[src/rtl/phase_sequencer_if.sv]
// Control and status bundle for the instruction-cycle phase sequencer.
// The master side (instruction controller) drives run/stall/flush; the
// slave side (the sequencer) returns the phase enables and cycle status.
interface phase_sequencer_if #(
    parameter int NUM_PHASES = 4,
    parameter int CYC_CNT_W  = 16
);
    localparam int PIDX_W = (NUM_PHASES > 1) ? $clog2(NUM_PHASES) : 1;

    logic                  run;
    logic                  stall;
    logic                  flush;
    logic [NUM_PHASES-1:0] phase_en;
    logic [PIDX_W-1:0]     phase_idx;
    logic                  cycle_start;
    logic                  cycle_end;
    logic                  flush_cycle;
    logic [CYC_CNT_W-1:0]  cycle_count;
    logic                  busy;

    modport master (
        output run, stall, flush,
        input  phase_en, phase_idx, cycle_start, cycle_end,
        input  flush_cycle, cycle_count, busy
    );

    modport slave (
        input  run, stall, flush,
        output phase_en, phase_idx, cycle_start, cycle_end,
        output flush_cycle, cycle_count, busy
    );
endinterface

[src/rtl/phase_sequencer.sv]
// Instruction-cycle phase generator: one-hot phase enables on a single clock,
// with prescaling, stall between cycles, flush (bubble) cycle insertion and a
// retired-cycle counter. All outputs are decodes of registered state only.
module phase_sequencer #(
    parameter int NUM_PHASES = 4,
    parameter int PRESCALE   = 1,
    parameter int CYC_CNT_W  = 16
) (
    input  logic               master_clk,
    input  logic               reset,
    phase_sequencer_if.slave   bus
);
    localparam int PIDX_W  = (NUM_PHASES > 1) ? $clog2(NUM_PHASES) : 1;
    localparam int PRESC_W = (PRESCALE > 1) ? $clog2(PRESCALE) : 1;
    localparam logic [PIDX_W-1:0]  LAST_PHASE = PIDX_W'(NUM_PHASES - 1);
    localparam logic [PRESC_W-1:0] LAST_PRESC = PRESC_W'(PRESCALE - 1);

    typedef enum logic [1:0] {
        ST_IDLE  = 2'd0,
        ST_RUN   = 2'd1,
        ST_STALL = 2'd2
    } state_t;

    state_t                 state_r,       state_nx_s;
    logic [PRESC_W-1:0]     presc_r,       presc_nx_s;
    logic [PIDX_W-1:0]      phase_idx_r,   phase_idx_nx_s;
    logic                   flush_pend_r,  flush_pend_nx_s;
    logic                   flush_cycle_r, flush_cycle_nx_s;
    logic [CYC_CNT_W-1:0]   cycle_count_r, cycle_count_nx_s;
    logic [NUM_PHASES-1:0]  phase_en_s;

    // State register: synchronous reset aborts any cycle and drops pending flush
    always_ff @(posedge master_clk) begin
        if (reset) begin
            state_r       <= ST_IDLE;
            presc_r       <= '0;
            phase_idx_r   <= '0;
            flush_pend_r  <= 1'b0;
            flush_cycle_r <= 1'b0;
            cycle_count_r <= '0;
        end else begin
            state_r       <= state_nx_s;
            presc_r       <= presc_nx_s;
            phase_idx_r   <= phase_idx_nx_s;
            flush_pend_r  <= flush_pend_nx_s;
            flush_cycle_r <= flush_cycle_nx_s;
            cycle_count_r <= cycle_count_nx_s;
        end
    end

    // Next-state logic: prescaler, phase advance, boundary decisions, flush arming
    always_comb begin
        state_nx_s       = state_r;
        presc_nx_s       = presc_r;
        phase_idx_nx_s   = phase_idx_r;
        flush_pend_nx_s  = flush_pend_r;
        flush_cycle_nx_s = flush_cycle_r;
        cycle_count_nx_s = cycle_count_r;
        case (state_r)
            ST_IDLE: begin
                // flush is ignored here; a fresh run always starts with a normal cycle
                presc_nx_s       = '0;
                phase_idx_nx_s   = '0;
                flush_pend_nx_s  = 1'b0;
                flush_cycle_nx_s = 1'b0;
                if (bus.run) begin
                    state_nx_s = ST_RUN;
                end else begin
                    state_nx_s = ST_IDLE;
                end
            end
            ST_RUN: begin
                if (presc_r != LAST_PRESC) begin
                    presc_nx_s      = presc_r + PRESC_W'(1);
                    flush_pend_nx_s = flush_pend_r | bus.flush;
                end else if (phase_idx_r != LAST_PHASE) begin
                    presc_nx_s      = '0;
                    phase_idx_nx_s  = phase_idx_r + PIDX_W'(1);
                    flush_pend_nx_s = flush_pend_r | bus.flush;
                end else begin
                    // cycle boundary: retire the cycle, then run > stall > continue
                    presc_nx_s       = '0;
                    phase_idx_nx_s   = '0;
                    cycle_count_nx_s = cycle_count_r + CYC_CNT_W'(1);
                    if (!bus.run) begin
                        state_nx_s       = ST_IDLE;
                        flush_pend_nx_s  = 1'b0;
                        flush_cycle_nx_s = 1'b0;
                    end else if (bus.stall) begin
                        state_nx_s       = ST_STALL;
                        flush_pend_nx_s  = flush_pend_r | bus.flush;
                        flush_cycle_nx_s = 1'b0;
                    end else begin
                        state_nx_s       = ST_RUN;
                        flush_pend_nx_s  = 1'b0;
                        flush_cycle_nx_s = flush_pend_r | bus.flush;
                    end
                end
            end
            ST_STALL: begin
                presc_nx_s       = '0;
                phase_idx_nx_s   = '0;
                flush_cycle_nx_s = 1'b0;
                if (!bus.run) begin
                    state_nx_s      = ST_IDLE;
                    flush_pend_nx_s = 1'b0;
                end else if (!bus.stall) begin
                    // a flush held through the stall becomes the resumed cycle
                    state_nx_s       = ST_RUN;
                    flush_pend_nx_s  = 1'b0;
                    flush_cycle_nx_s = flush_pend_r | bus.flush;
                end else begin
                    state_nx_s      = ST_STALL;
                    flush_pend_nx_s = flush_pend_r | bus.flush;
                end
            end
            default: begin
                state_nx_s       = ST_IDLE;
                presc_nx_s       = '0;
                phase_idx_nx_s   = '0;
                flush_pend_nx_s  = 1'b0;
                flush_cycle_nx_s = 1'b0;
            end
        endcase
    end

    // Output decode: enables pulse on the last clock of each phase, only while running
    always_comb begin
        phase_en_s    = '0;
        bus.phase_idx = '0;
        if (state_r == ST_RUN) begin
            bus.phase_idx = phase_idx_r;
            if (presc_r == LAST_PRESC) begin
                phase_en_s = NUM_PHASES'(1) << phase_idx_r;
            end else begin
                phase_en_s = '0;
            end
        end else begin
            bus.phase_idx = '0;
        end
        bus.phase_en    = phase_en_s;
        bus.cycle_start = phase_en_s[0];
        bus.cycle_end   = phase_en_s[NUM_PHASES-1];
        bus.flush_cycle = flush_cycle_r;
        bus.cycle_count = cycle_count_r;
        bus.busy        = (state_r == ST_RUN) || (state_r == ST_STALL);
    end
endmodule

[src/flat_wrapper.sv]
// flat-port wrapper written by rule: the top's interface ports become plain ports
module phase_sequencer_flat 
#(
    parameter int NUM_PHASES = 4,
    parameter int PRESCALE   = 1,
    parameter int CYC_CNT_W  = 16
)
  (master_clk, reset, bus_run, bus_stall, bus_flush, bus_phase_en, bus_phase_idx, bus_cycle_start, bus_cycle_end, bus_flush_cycle, bus_cycle_count, bus_busy);
  phase_sequencer_if #(.NUM_PHASES(NUM_PHASES), .CYC_CNT_W(CYC_CNT_W)) bus_i ();
  input  logic master_clk;
  input  logic reset;
  input wire logic [$bits(bus_i.run)-1:0] bus_run;
  input wire logic [$bits(bus_i.stall)-1:0] bus_stall;
  input wire logic [$bits(bus_i.flush)-1:0] bus_flush;
  output wire logic [$bits(bus_i.phase_en)-1:0] bus_phase_en;
  output wire logic [$bits(bus_i.phase_idx)-1:0] bus_phase_idx;
  output wire logic [$bits(bus_i.cycle_start)-1:0] bus_cycle_start;
  output wire logic [$bits(bus_i.cycle_end)-1:0] bus_cycle_end;
  output wire logic [$bits(bus_i.flush_cycle)-1:0] bus_flush_cycle;
  output wire logic [$bits(bus_i.cycle_count)-1:0] bus_cycle_count;
  output wire logic [$bits(bus_i.busy)-1:0] bus_busy;
  assign bus_i.run = bus_run;
  assign bus_i.stall = bus_stall;
  assign bus_i.flush = bus_flush;
  assign bus_phase_en = bus_i.phase_en;
  assign bus_phase_idx = bus_i.phase_idx;
  assign bus_cycle_start = bus_i.cycle_start;
  assign bus_cycle_end = bus_i.cycle_end;
  assign bus_flush_cycle = bus_i.flush_cycle;
  assign bus_cycle_count = bus_i.cycle_count;
  assign bus_busy = bus_i.busy;
  phase_sequencer #(.NUM_PHASES(NUM_PHASES), .PRESCALE(PRESCALE), .CYC_CNT_W(CYC_CNT_W)) u_core (.master_clk(master_clk), .reset(reset), .bus(bus_i));
endmodule
[config.mk]
export PLATFORM = sky130hd
export DESIGN_NAME = phase_sequencer_flat
export DESIGN_NICKNAME = d
export VERILOG_FILES = /design/src/rtl/phase_sequencer_if.sv /design/src/rtl/phase_sequencer.sv /design/src/flat_wrapper.sv
export SDC_FILE = /design/constraint.sdc
export NUM_CORES = 1
export LEC_CHECK = 0
export CAP_MARGIN = 20
export CORE_ASPECT_RATIO = 1.1
export CORE_MARGIN = 1
export CORE_UTILIZATION = 47
export CTS_CLUSTER_SIZE = 8
export DETAILED_ROUTE_END_ITERATION = 10
export MAX_ROUTING_LAYER = met4
export PLACE_DENSITY = 0.78
export SLEW_MARGIN = 5
export SYNTH_ARGS = -nofsm -noshare
export SYNTH_HDL_FRONTEND = slang
export SYNTH_SLANG_ARGS = --single-unit
[constraint.sdc]
create_clock -name master_clk -period 2.1 [get_ports master_clk]
set_input_delay 0.42 -clock master_clk [delete_from_list [all_inputs] [get_ports master_clk]]
set_output_delay 0.42 -clock master_clk [all_outputs]
set_load 0.1 [all_outputs]
==> impl_metrics.csv <==
group,metric,value,unit
outcome,outcome,"finished, final reports clean",
flow_run,cap_viol_max_count,0,
detailed_routing,finalWirelength,2.51,mm
timing,min_period,2.00,ns
global_routing,use_met3,2.78,%
worst_setup_path,slowest_delay,0.37,ns
synth,yosys_register_bits,23,
power_and_ir_drop,powerDensity,468,mW/mm^2
clock_network,post_cts_buffers,0,
die,die-width,49.8,um
timing,finClkSkew,0.00150,ns
global_routing,met1_usage,23.3,%
finish,layout-drive-gt1-share,35.1,%
finish,finalInstanceArea,0.00164,sq mm
min_path,worstHoldStart,"u_core.bus.flush_cycle",
timing,finalCritPeriodShare,95.0,%
global_routing,grtUsageTotal,21.6,%
global_routing,grt_pass1_vias,992,
synth,yosys_warnings,0,
timing,max_freq,501,MHz
worst_setup_path,cp.arrival,1.58,ns
finish,final_core_util,70.5,%
synth,synth_async_sr_flop_share,0,%
timing,rsz0062_at_grt,"no",
worst_setup_path,worstPathMaxFanout,9,
clock_network,cts.sinks,23,
timing,fin_ws,0.104,ns
synth,synth_top_flop_cell,"dfxtp_1",
global_routing,antenna_found_initial,0,
detailed_routing,avgViaCountPerCell,5.20,
clock_network,cts_root_buf,"clkbuf_4",
synth,synth_compound_area_share,9.63,%
detailed_routing,drt_iter0_drc,10,
synth,synth.most_common_cell,"dfxtp_1",
synth,synth_common_cells,"dfxtp_1, nand2_1, nor2_1",
clock_network,clk_latency,0.32,ns
timing,finalSetupViolations,0,
synth,synth_top_area_share,38.9,%
worst_setup_path,slowest_stage,"dfxtp_2",
clock_network,cts.reportedPaths.clkPinSlew,0.12,ns
worst_setup_path,cp_top_family,"simple AND/OR/NAND/NOR gates",
detailed_routing,ant_nets,0,
finish,fill_cells,196,
synth,synth_top_family_by_area,"simple AND/OR/NAND/NOR gates",
placed_design,io_buffers,30,
worst_setup_path,cp-startpoint,"u_core.state_r[1]",
global_routing,grtUsageMet2,40.5,%
die,dieArea,0.00272,sq mm
detailed_routing,detail_route.wl_per_cell,12.7,um
placed_design,place_ws,0.0889,ns
die,core,0.00232,sq mm
die,placementRows,18,
worst_setup_path,worstPathCellList,"inv_2, ha_4, nor2b_4, and2_2, buf_12",
synth,syn_area,0.00118,sq mm
global_routing,busiest_layer,"met2",
clock_network,htreeDepth,1,
synth,yosys.area_share.simple,27.3,%
die,start_util,51.0,%
finish,area_delta_synth_final,38.3,%
clock_network,cts_tree,"yes",
synth,synthAdderAreaFrac,9.52,%
timing,tns,0,ns
synth,synth_xor_area_share,8.15,%
power_and_ir_drop,vdd_drop_max,0.000469,V
detailed_routing,via_count,1030,
worst_setup_path,start_kind,"flip-flop",
synth,yosysSeqAreaShare,38.9,%
worst_setup_path,r2r_start,"u_core.state_r[1]",
clock_network,cts_buffers,3,
timing,hold_viol,0,
min_path,hp-class,"flip-flop to flip-flop",
worst_setup_path,crit_type,"flip-flop to primary output",
synth,syn_inst,136,
synth,synth_area_per_cell,8.69,sq um
placed_design,dpl_cell_area,0.00161,sq mm
worst_setup_path,crit_buf_inv,2,
timing,slew_viol_final,0,
synth,synthMuxAreaShare,0.952,%
worst_setup_path,cp.required,1.68,ns
synth,syn-num-nets,150,
synth,ys_top_cells_by_area,"dfxtp_1, ha_1, xor2_1",
placed_design,gp_congestion,0.777,
finish,fin_nets,183,
global_routing,grt_overflow,0,
finish,antenna_cells,0,
die,dieHeight,54.6,um
die,pin_count,31,
global_routing,grt_max_degree,20,
synth,ys_types,31,
worst_setup_path,cp-end-kind,"primary output",
power_and_ir_drop,leakagePower,0.660,nW
placed_design,dp_hpwl,1.89,mm
power_and_ir_drop,finalPower,0.765,mW
synth,synth_edf_count,0,
clock_network,ctsLongestPathBuffers,2,
global_routing,grt_pass1_wl,4.28,mm
detailed_routing,firstDrtPassIters,4,
synth,yosysTopAreaCell,"dfxtp_1",
detailed_routing,drc,0,
routing by layer:
layer	share of wire, %	vias to the layer above
met2	52	20
met4	1.5	0
met1	44	478
li1	-	528
met5	0	-
met3	2.8	4
placed cells by master (no fill, tap or decap), types with 2 or more instances in the layout:
cell type and instances:
buf_4 20, dfxtp_2 15, nor2_1 11, nand2_1 10, a21oi_1 9, buf_12 9
nand3_1 8, ha_1 8, dfxtp_1 8, inv_1 7, o21ai_0 6, xor2_1 6
xnor2_1 5, and2_1 4, nor3_1 4, clkdlybuf4s50_1 4, o211ai_1 3, and3_1 3
clkbuf_4 3, nand4_1 2, nor4_1 2, nand4b_1 2, or3_1 2
path summary, 6_finish.rpt:
check                                             endpoint  slack [ns]  depth (start not counted)
worst min register to register      u_core.bus.flush_cycle        0.50                          2
worst max-delay path                       bus_phase_en[0]        0.10                          5
worst max register to register  u_core.bus.cycle_count[13]        0.13                          6
worst min-delay path                u_core.bus.flush_cycle        0.50                          2
kinds of logic after synthesis:
| kind of cell | after synthesis |
|---|---|
| flip-flops | 23 |
| adder cells (fa/ha/maj) | 9 |
| XOR/XNOR | 11 |
| AND/OR/NAND/NOR | 57 |
| AO/OA/AOI/OAI | 20 |
| other | 1 |
| multiplexers | 1 |
| buffers and inverters | 14 |
report_power, final:
group          switching [mW]  internal, mW  total, mW
sequential            0.00721         0.441      0.448
combinational          0.0660        0.0416      0.108
clock                   0.135        0.0744      0.210
total                   0.208         0.557      0.765
final cells by class:
class / instances / area, sq um / share of cell area, %
Multi-Input combinational cell: 99 / 684 / 41.9
Sequential cell: 23 / 479 / 29.3
Timing Repair Buffer: 33 / 370 / 22.6
Inverter: 9 / 37.5 / 2.30
Tap cell: 30 / 37.5 / 2.30
Clock buffer: 4 / 26.3 / 1.61
flip-flops by register name (all words and copies together), names as in the netlist:
name / cells
u_core.bus.cycle_count: 16
u_core.phase_idx_r: 2
u_core.state_r: 2
u_core.bus.flush_cycle: 1
u_core.flush_pend_r: 1
u_core.presc_r: 1
worst register-to-register path, cell delays in order (launching register included):
cell,delay [ns]
dfxtp_2,0.37
inv_2,0.08
ha_4,0.18
nand4b_4,0.17
or4_4,0.60
or3_1,0.34
a21oi_1,0.17
through the flow:
| stage | hold WS (ns) | cells |
|---|---|---|
| 6_report | 0.498 | 198 |
| 5_1_grt | 0.522 | 198 |
| 4_1_cts | 0.504 | 198 |
| 3_5_place_dp | 0.485 | 194 |
| 3_3_place_gp | 0.465 | 194 |
| 2_1_floorplan | 0.458 | 136 |
timing repair:
action	4_1_cts	5_1_grt
resized for setup	0	3
hold buffers	0	0
endpoints found under the setup margin	0	9
endpoints found under the hold margin	0	0
No activity file was read; power rests on OpenSTA's default activity.
